## config.mk

```make
export PLATFORM = sky130hd
export DESIGN_NAME = cpu_control_fsm
export DESIGN_NICKNAME = d
export VERILOG_FILES = /design/src/rtl/cpu_control_fsm.sv
export SDC_FILE = /design/constraint.sdc
export NUM_CORES = 1
export LEC_CHECK = 0
export CORE_UTILIZATION = 40
export CTS_BUF_LIST = sky130_fd_sc_hd__clkbuf_8
export DETAILED_ROUTE_END_ITERATION = 8
export PLACE_DENSITY_LB_ADDON = 0.1
export SYNTH_ARGS = -nofsm -noshare
export SYNTH_HDL_FRONTEND = slang
export SYNTH_SLANG_ARGS = --single-unit
```

## constraint.sdc

```tcl
create_clock -name clk -period 4.45 [get_ports clk]
set_input_delay 0.6675 -clock clk [delete_from_list [all_inputs] [get_ports clk]]
set_output_delay 0.6675 -clock clk [all_outputs]
set_load 0.02 [all_outputs]
```

## src/rtl/cpu_control_fsm.sv

```systemverilog
`timescale 1ns/1ps
// cpu_control_fsm
// Sequencing controller for the mini CPU datapath. Debounces the active-low
// Enviar button and turns each accepted release into one instruction pass:
// LATCH -> EXEC -> WRITE -> DISP_REQ -> DISP_WAIT -> IDLE.
//
// Ports:
//   clk          system clock, rising edge
//   reset        asynchronous, active-high reset
//   enviar       raw Enviar button, active low, asynchronous to clk
//   opcode[2:0]  instruction opcode (switches[17:15])
//   lcd_done     one-cycle completion pulse from the LCD driver
//   ready        high only in IDLE
//   instr_latch  one-cycle strobe to capture the instruction
//   reg_write    one-cycle register-file write enable (opcodes 000-101)
//   clear_regs   one-cycle register-file clear (opcode 110)
//   lcd_start    one-cycle request to the LCD driver
//   lcd_op[2:0]  opcode of the current pass, held until the next LATCH
//   lcd_timeout  sticky: last pass was abandoned by timeout
//   instr_count  completed passes, wraps 255 -> 0
module cpu_control_fsm #(
    parameter int DEBOUNCE_CYCLES = 50000,
    parameter int LCD_TIMEOUT     = 2500000
) (
    input  logic       clk,
    input  logic       reset,
    input  logic       enviar,
    input  logic [2:0] opcode,
    input  logic       lcd_done,
    output logic       ready,
    output logic       instr_latch,
    output logic       reg_write,
    output logic       clear_regs,
    output logic       lcd_start,
    output logic [2:0] lcd_op,
    output logic       lcd_timeout,
    output logic [7:0] instr_count
);

    localparam int DW = $clog2(DEBOUNCE_CYCLES + 1);
    localparam int TW = $clog2(LCD_TIMEOUT + 1);
    localparam logic [DW-1:0] DB_LAST = DW'(DEBOUNCE_CYCLES - 1);
    localparam logic [TW-1:0] TO_LAST = TW'(LCD_TIMEOUT - 1);

    typedef enum logic [2:0] {
        S_IDLE,
        S_LATCH,
        S_EXEC,
        S_WRITE,
        S_DISP_REQ,
        S_DISP_WAIT
    } state_t;

    state_t          state_q, state_d;
    logic [1:0]      sync_q;
    logic            acc_q;      // accepted (debounced) button level
    logic [DW-1:0]   db_cnt;
    logic            rel_q;      // one-cycle release event
    logic [2:0]      op_q;
    logic [TW-1:0]   to_cnt;
    logic            timeout_hit;

    // Button path: 2-flop synchronizer, then the level must differ from the
    // accepted level for DEBOUNCE_CYCLES consecutive cycles to be taken.
    always_ff @(posedge clk or posedge reset) begin
        if (reset) begin
            sync_q <= 2'b11;
            acc_q  <= 1'b1;
            db_cnt <= '0;
            rel_q  <= 1'b0;
        end else begin
            sync_q <= {sync_q[0], enviar};
            rel_q  <= 1'b0;
            if (sync_q[1] == acc_q) begin
                db_cnt <= '0;
            end else if (db_cnt == DB_LAST) begin
                acc_q  <= sync_q[1];
                db_cnt <= '0;
                rel_q  <= sync_q[1];   // only a 0->1 acceptance is a release
            end else begin
                db_cnt <= db_cnt + 1'b1;
            end
        end
    end

    assign timeout_hit = (to_cnt == TO_LAST);

    always_ff @(posedge clk or posedge reset) begin
        if (reset) state_q <= S_IDLE;
        else       state_q <= state_d;
    end

    always_comb begin
        state_d = state_q;
        case (state_q)
            S_IDLE:      if (rel_q) state_d = S_LATCH;
            S_LATCH:     state_d = S_EXEC;
            S_EXEC:      state_d = S_WRITE;
            S_WRITE:     state_d = S_DISP_REQ;
            S_DISP_REQ:  state_d = S_DISP_WAIT;
            S_DISP_WAIT: if (lcd_done || timeout_hit) state_d = S_IDLE;
            default:     state_d = S_IDLE;
        endcase
    end

    // Strobes are registered from the next state so every output comes
    // straight off a flop, and an async reset clears them the same instant.
    always_ff @(posedge clk or posedge reset) begin
        if (reset) begin
            ready       <= 1'b1;
            instr_latch <= 1'b0;
            reg_write   <= 1'b0;
            clear_regs  <= 1'b0;
            lcd_start   <= 1'b0;
        end else begin
            ready       <= (state_d == S_IDLE);
            instr_latch <= (state_d == S_LATCH);
            // op_q is loaded at the end of LATCH, well before WRITE is entered
            reg_write   <= (state_d == S_WRITE) && (op_q <= 3'd5);
            clear_regs  <= (state_d == S_WRITE) && (op_q == 3'd6);
            lcd_start   <= (state_d == S_DISP_REQ);
        end
    end

    always_ff @(posedge clk or posedge reset) begin
        if (reset) begin
            op_q        <= 3'd0;
            to_cnt      <= '0;
            lcd_timeout <= 1'b0;
            instr_count <= 8'd0;
        end else begin
            case (state_q)
                S_LATCH: begin
                    op_q        <= opcode;
                    lcd_timeout <= 1'b0;
                end
                S_DISP_REQ: to_cnt <= '0;
                S_DISP_WAIT: begin
                    if (lcd_done || timeout_hit) begin
                        instr_count <= instr_count + 8'd1;
                        lcd_timeout <= ~lcd_done;   // done wins a tie
                    end else begin
                        to_cnt <= to_cnt + 1'b1;
                    end
                end
                default: ;
            endcase
        end
    end

    assign lcd_op = op_q;

endmodule

```

==> metrics.md <==
| Metric | Value |
|---|---|
| Status | finished, final reports clean |
| Number of flops mapped to enable cells by yosys | 0 |
| WHS | 0.3615 ns |
| Relative slew slack | between 40% and 50% |
| Post-synthesis async set-or-reset flop share | 100.0% |
| Hold Path Class | flop to flop |
| Clk root buf | clkbuf_8 |
| Hold Buf Count CTS | 0 |
| Synth Instances | roughly 280 |
| PortBufs | 23 |
| CP bufs+invs | 1 |
| Clk_lat worst skew | around 0.34 ns |
| Reg2reg end | to_cnt[5]$_DFFE_PP0P_ |
| Final WL | around 5.4 mm |
| Layout Cells excl Fill | roughly 410 |
| Row count | 30 |
| Placer congestion estimate | between 0.7 and 0.8 |
| First-pass GRT wire length | approximately 9.3 mm |
| Layout cell share with drive strength beyond 1 | about an eighth |
| Synthesized net count | ~290 |
| CTS tree | yes |
| Antenna Cells | 0 |
| Crit-path max FO | 1 |
| CTS Buffer Depth | 2 |
| WP data required | roughly 3.8 ns |
| Max IR drop VDD | ~0.23 mV |
| Area grow syn2layout | 18.73% |
| Die footprint | between 0.007 and 0.008 mm² |
| Cell accounting for the most synthesized area | dfrtp_1 |
| Place WS | between 2 and 2.5 ns |
| Reg2reg path depth | 6 |
| Slowest cell on crit path | clkdlybuf4s50_1 |
| Max incr delay on CP | roughly 0.60 ns |
| WP data arrival | ~1.5 ns |
| Initial antenna violation count | 0 |
| Final HPWL DP | roughly 3.7 mm |
| Slew Limit Fails | 0 |
| Endpoints failing setup | 0 |
| Dpl cells | between 300 and 400 |
| Critical Path, Cell by Cell | clkdlybuf4s50_1 |
| Synthesized area | between 0.002 and 0.003 mm² |
| CP startpoint kind | flop |
| Synth Warn # | 0 |
| TritonRoute pass-1 iters | 4 |
| Max-Cap Viols | 0 |
| IO Pins | 24 |
| Drt initial violations | 78 |
| Tmin final | 2.146 ns |
| Chip width | about 88 µm |
| Dominant cells by area after synthesis | dfrtp_1 49%, xnor2_1 6.3%, nor2_1 5.2% |
| Unrepaired setup endpoints after global routing | no |
| Critical path origin | ready$_DFF_PP1_ |
| Post-detailed-route count of antenna-violating nets | 0 |
| Worst r2r src | to_cnt[0]$_DFFE_PP0P_ |
| Setup Fix Bufs, Post-CTS | 0 |
| Sequential fraction of the synthesis area | between 50% and 60% |
| Post-Syn Area per Cell | about 10 µm² |
| Vias in the first global route | between 1500 and 2000 |
| Vias | ~2100 |
| Stages on worst setup path | 1 |
| Setup tns final | 0 ns |
| FF+latch count, synth | between 60 and 70 |
| Worst path top cell family by delay | buffers and inverters |
| Post-DP Area | 0.003256 mm² |
| Die H | between 80 and 90 µm |
| Vias per inst | roughly 5.0 |
| Internal reg-to-reg setup slack | 2.44 ns |
| Initial Utilization | about 42% |
| Synth Flop Type | dfrtp_1 |
| Inserted Clock Buffers | 9 |
| Final clock skew | 0.01308 ns |
| Total track usage | between 15 and 20% |
| Power density over cell area | around 450 mW/mm² |
| Post-route cell area | 0.003482 mm² |
| Least-Margin Pin Slew | between 0.7 and 0.8 ns |
| Tcrit/Tclk final | between 40% and 50% |
| Routed len/inst | around 13 µm |
| Synth unique cells | 38 |
| Final Hold Vio Count | 0 |
| Clk slew on worst S/H paths | 0.08 ns |
| Max Freq | roughly 470 MHz |
| Worst Setup Slack, final | 2.304 ns |
| Worst Setup EP | ready |
| Top cell type's share of synthesized area | about half |
| Final total power | approximately 1.6 mW |
| Lkg Pwr | about 1.5 nW |
| Clk sinks | 62 |
| H-tree depth | 3 |
| Final net count | 320 |
| Post-layout util | 50.14% |
| Cts repair resizes | 0 |
| Worst setup EP type | output pin |
| Remaining global-route overflow | 0 |
| Pin count of the biggest net entering global routing | 39 |
| Core area | ~0.007 mm² |
| # DRC | 0 |
| Crit path kind | flop to output pin |
Yosys cell counts, types with 3 or more instances:
cell type	n
nor2_1	41
nand4_1	11
nand3_1	18
o211ai_1	6
inv_1	5
nor3_1	7
and2_1	3
clkbuf_1	4
ha_1	3
dfstp_2	4
o21ai_0	4
and4_1	6
nand2_1	25
or4_1	3
xor2_1	16
mux2_2	5
o31ai_1	3
buf_2	4
nor4b_1	4
a21oi_1	4
and3_1	9
xnor2_1	21
dfrtp_1	58
cells in the final DEF (no fill, tap or decap), types with 5 or more instances in the layout:
master | netlist | routed
and3_1 | 9 | 9
and4_1 | 6 | 6
clkbuf_8 | 0 | 9
clkdlybuf4s50_1 | 0 | 23
dfrtp_1 | 58 | 58
mux2_2 | 5 | 5
nand2_1 | 25 | 25
nand3_1 | 18 | 18
nand4_1 | 11 | 11
nor2_1 | 41 | 41
nor3_1 | 7 | 7
o211ai_1 | 6 | 6
xnor2_1 | 21 | 21
xor2_1 | 16 | 16
logic make-up (layout without fill, tap and decap cells):
kind of cell    Yosys count  after routing  share of synthesized area (%)
simple gates            143            143                          26.24
buf+inv                  13             45                          1.834
mux                       5              5                          1.920
compound gates           20             20                          4.608
xor+xnor                 37             37                          11.05
flops                    62             62                          53.07
fa+ha+maj                 3              3                          1.280
final cells by class:
cell class / count / area, µm²
timing repair buffer: 24 / 237.7
clock inverter: 7 / 102.6
fill: 654 / 3462
multi-input combinational: 208 / 1323
tap: 96 / 120.1
inverter: 5 / 18.77
sequential: 62 / 1556
clock buffer: 9 / 123.9
state kept, by name, indices dropped and copies added (netlist names):
name         cells
reg_write        1
state_q          3
to_cnt          22
lcd_op           3
instr_latch      1
sync_q           2
db_cnt          16
instr_count      8
acc_q            1
lcd_timeout      1
clear_regs       1
lcd_start        1
ready            1
rel_q            1
power by group:
group	switching (mW)	leakage [nW]	internal, mW
Combinational	0.152	0.549	0.144
Sequential	0.0784	0.832	0.627
Clock	0.241	0.111	0.323
layer usage:
layer  wire length [µm]  GRT usage, %
met1               2577         20.55
met2               2600         26.14
met3                144         5.655
met4                 57         4.471
met5                  0             0
worst min-delay path by stage:
stage                        startpoint                   to  slack, ns  cells past startpoint
global route        sync_q[0]$_DFF_PP1_  sync_q[1]$_DFF_PP1_       0.37                      0
finish              sync_q[0]$_DFF_PP1_  sync_q[1]$_DFF_PP1_       0.36                      0
global placement    sync_q[0]$_DFF_PP1_  sync_q[1]$_DFF_PP1_       0.35                      0
CTS                 sync_q[0]$_DFF_PP1_  sync_q[1]$_DFF_PP1_       0.36                      0
floorplan           sync_q[0]$_DFF_PP1_  sync_q[1]$_DFF_PP1_       0.35                      0
detailed placement  sync_q[0]$_DFF_PP1_  sync_q[1]$_DFF_PP1_       0.35                      0
Note: power is estimated with default switching activity, not from simulation.
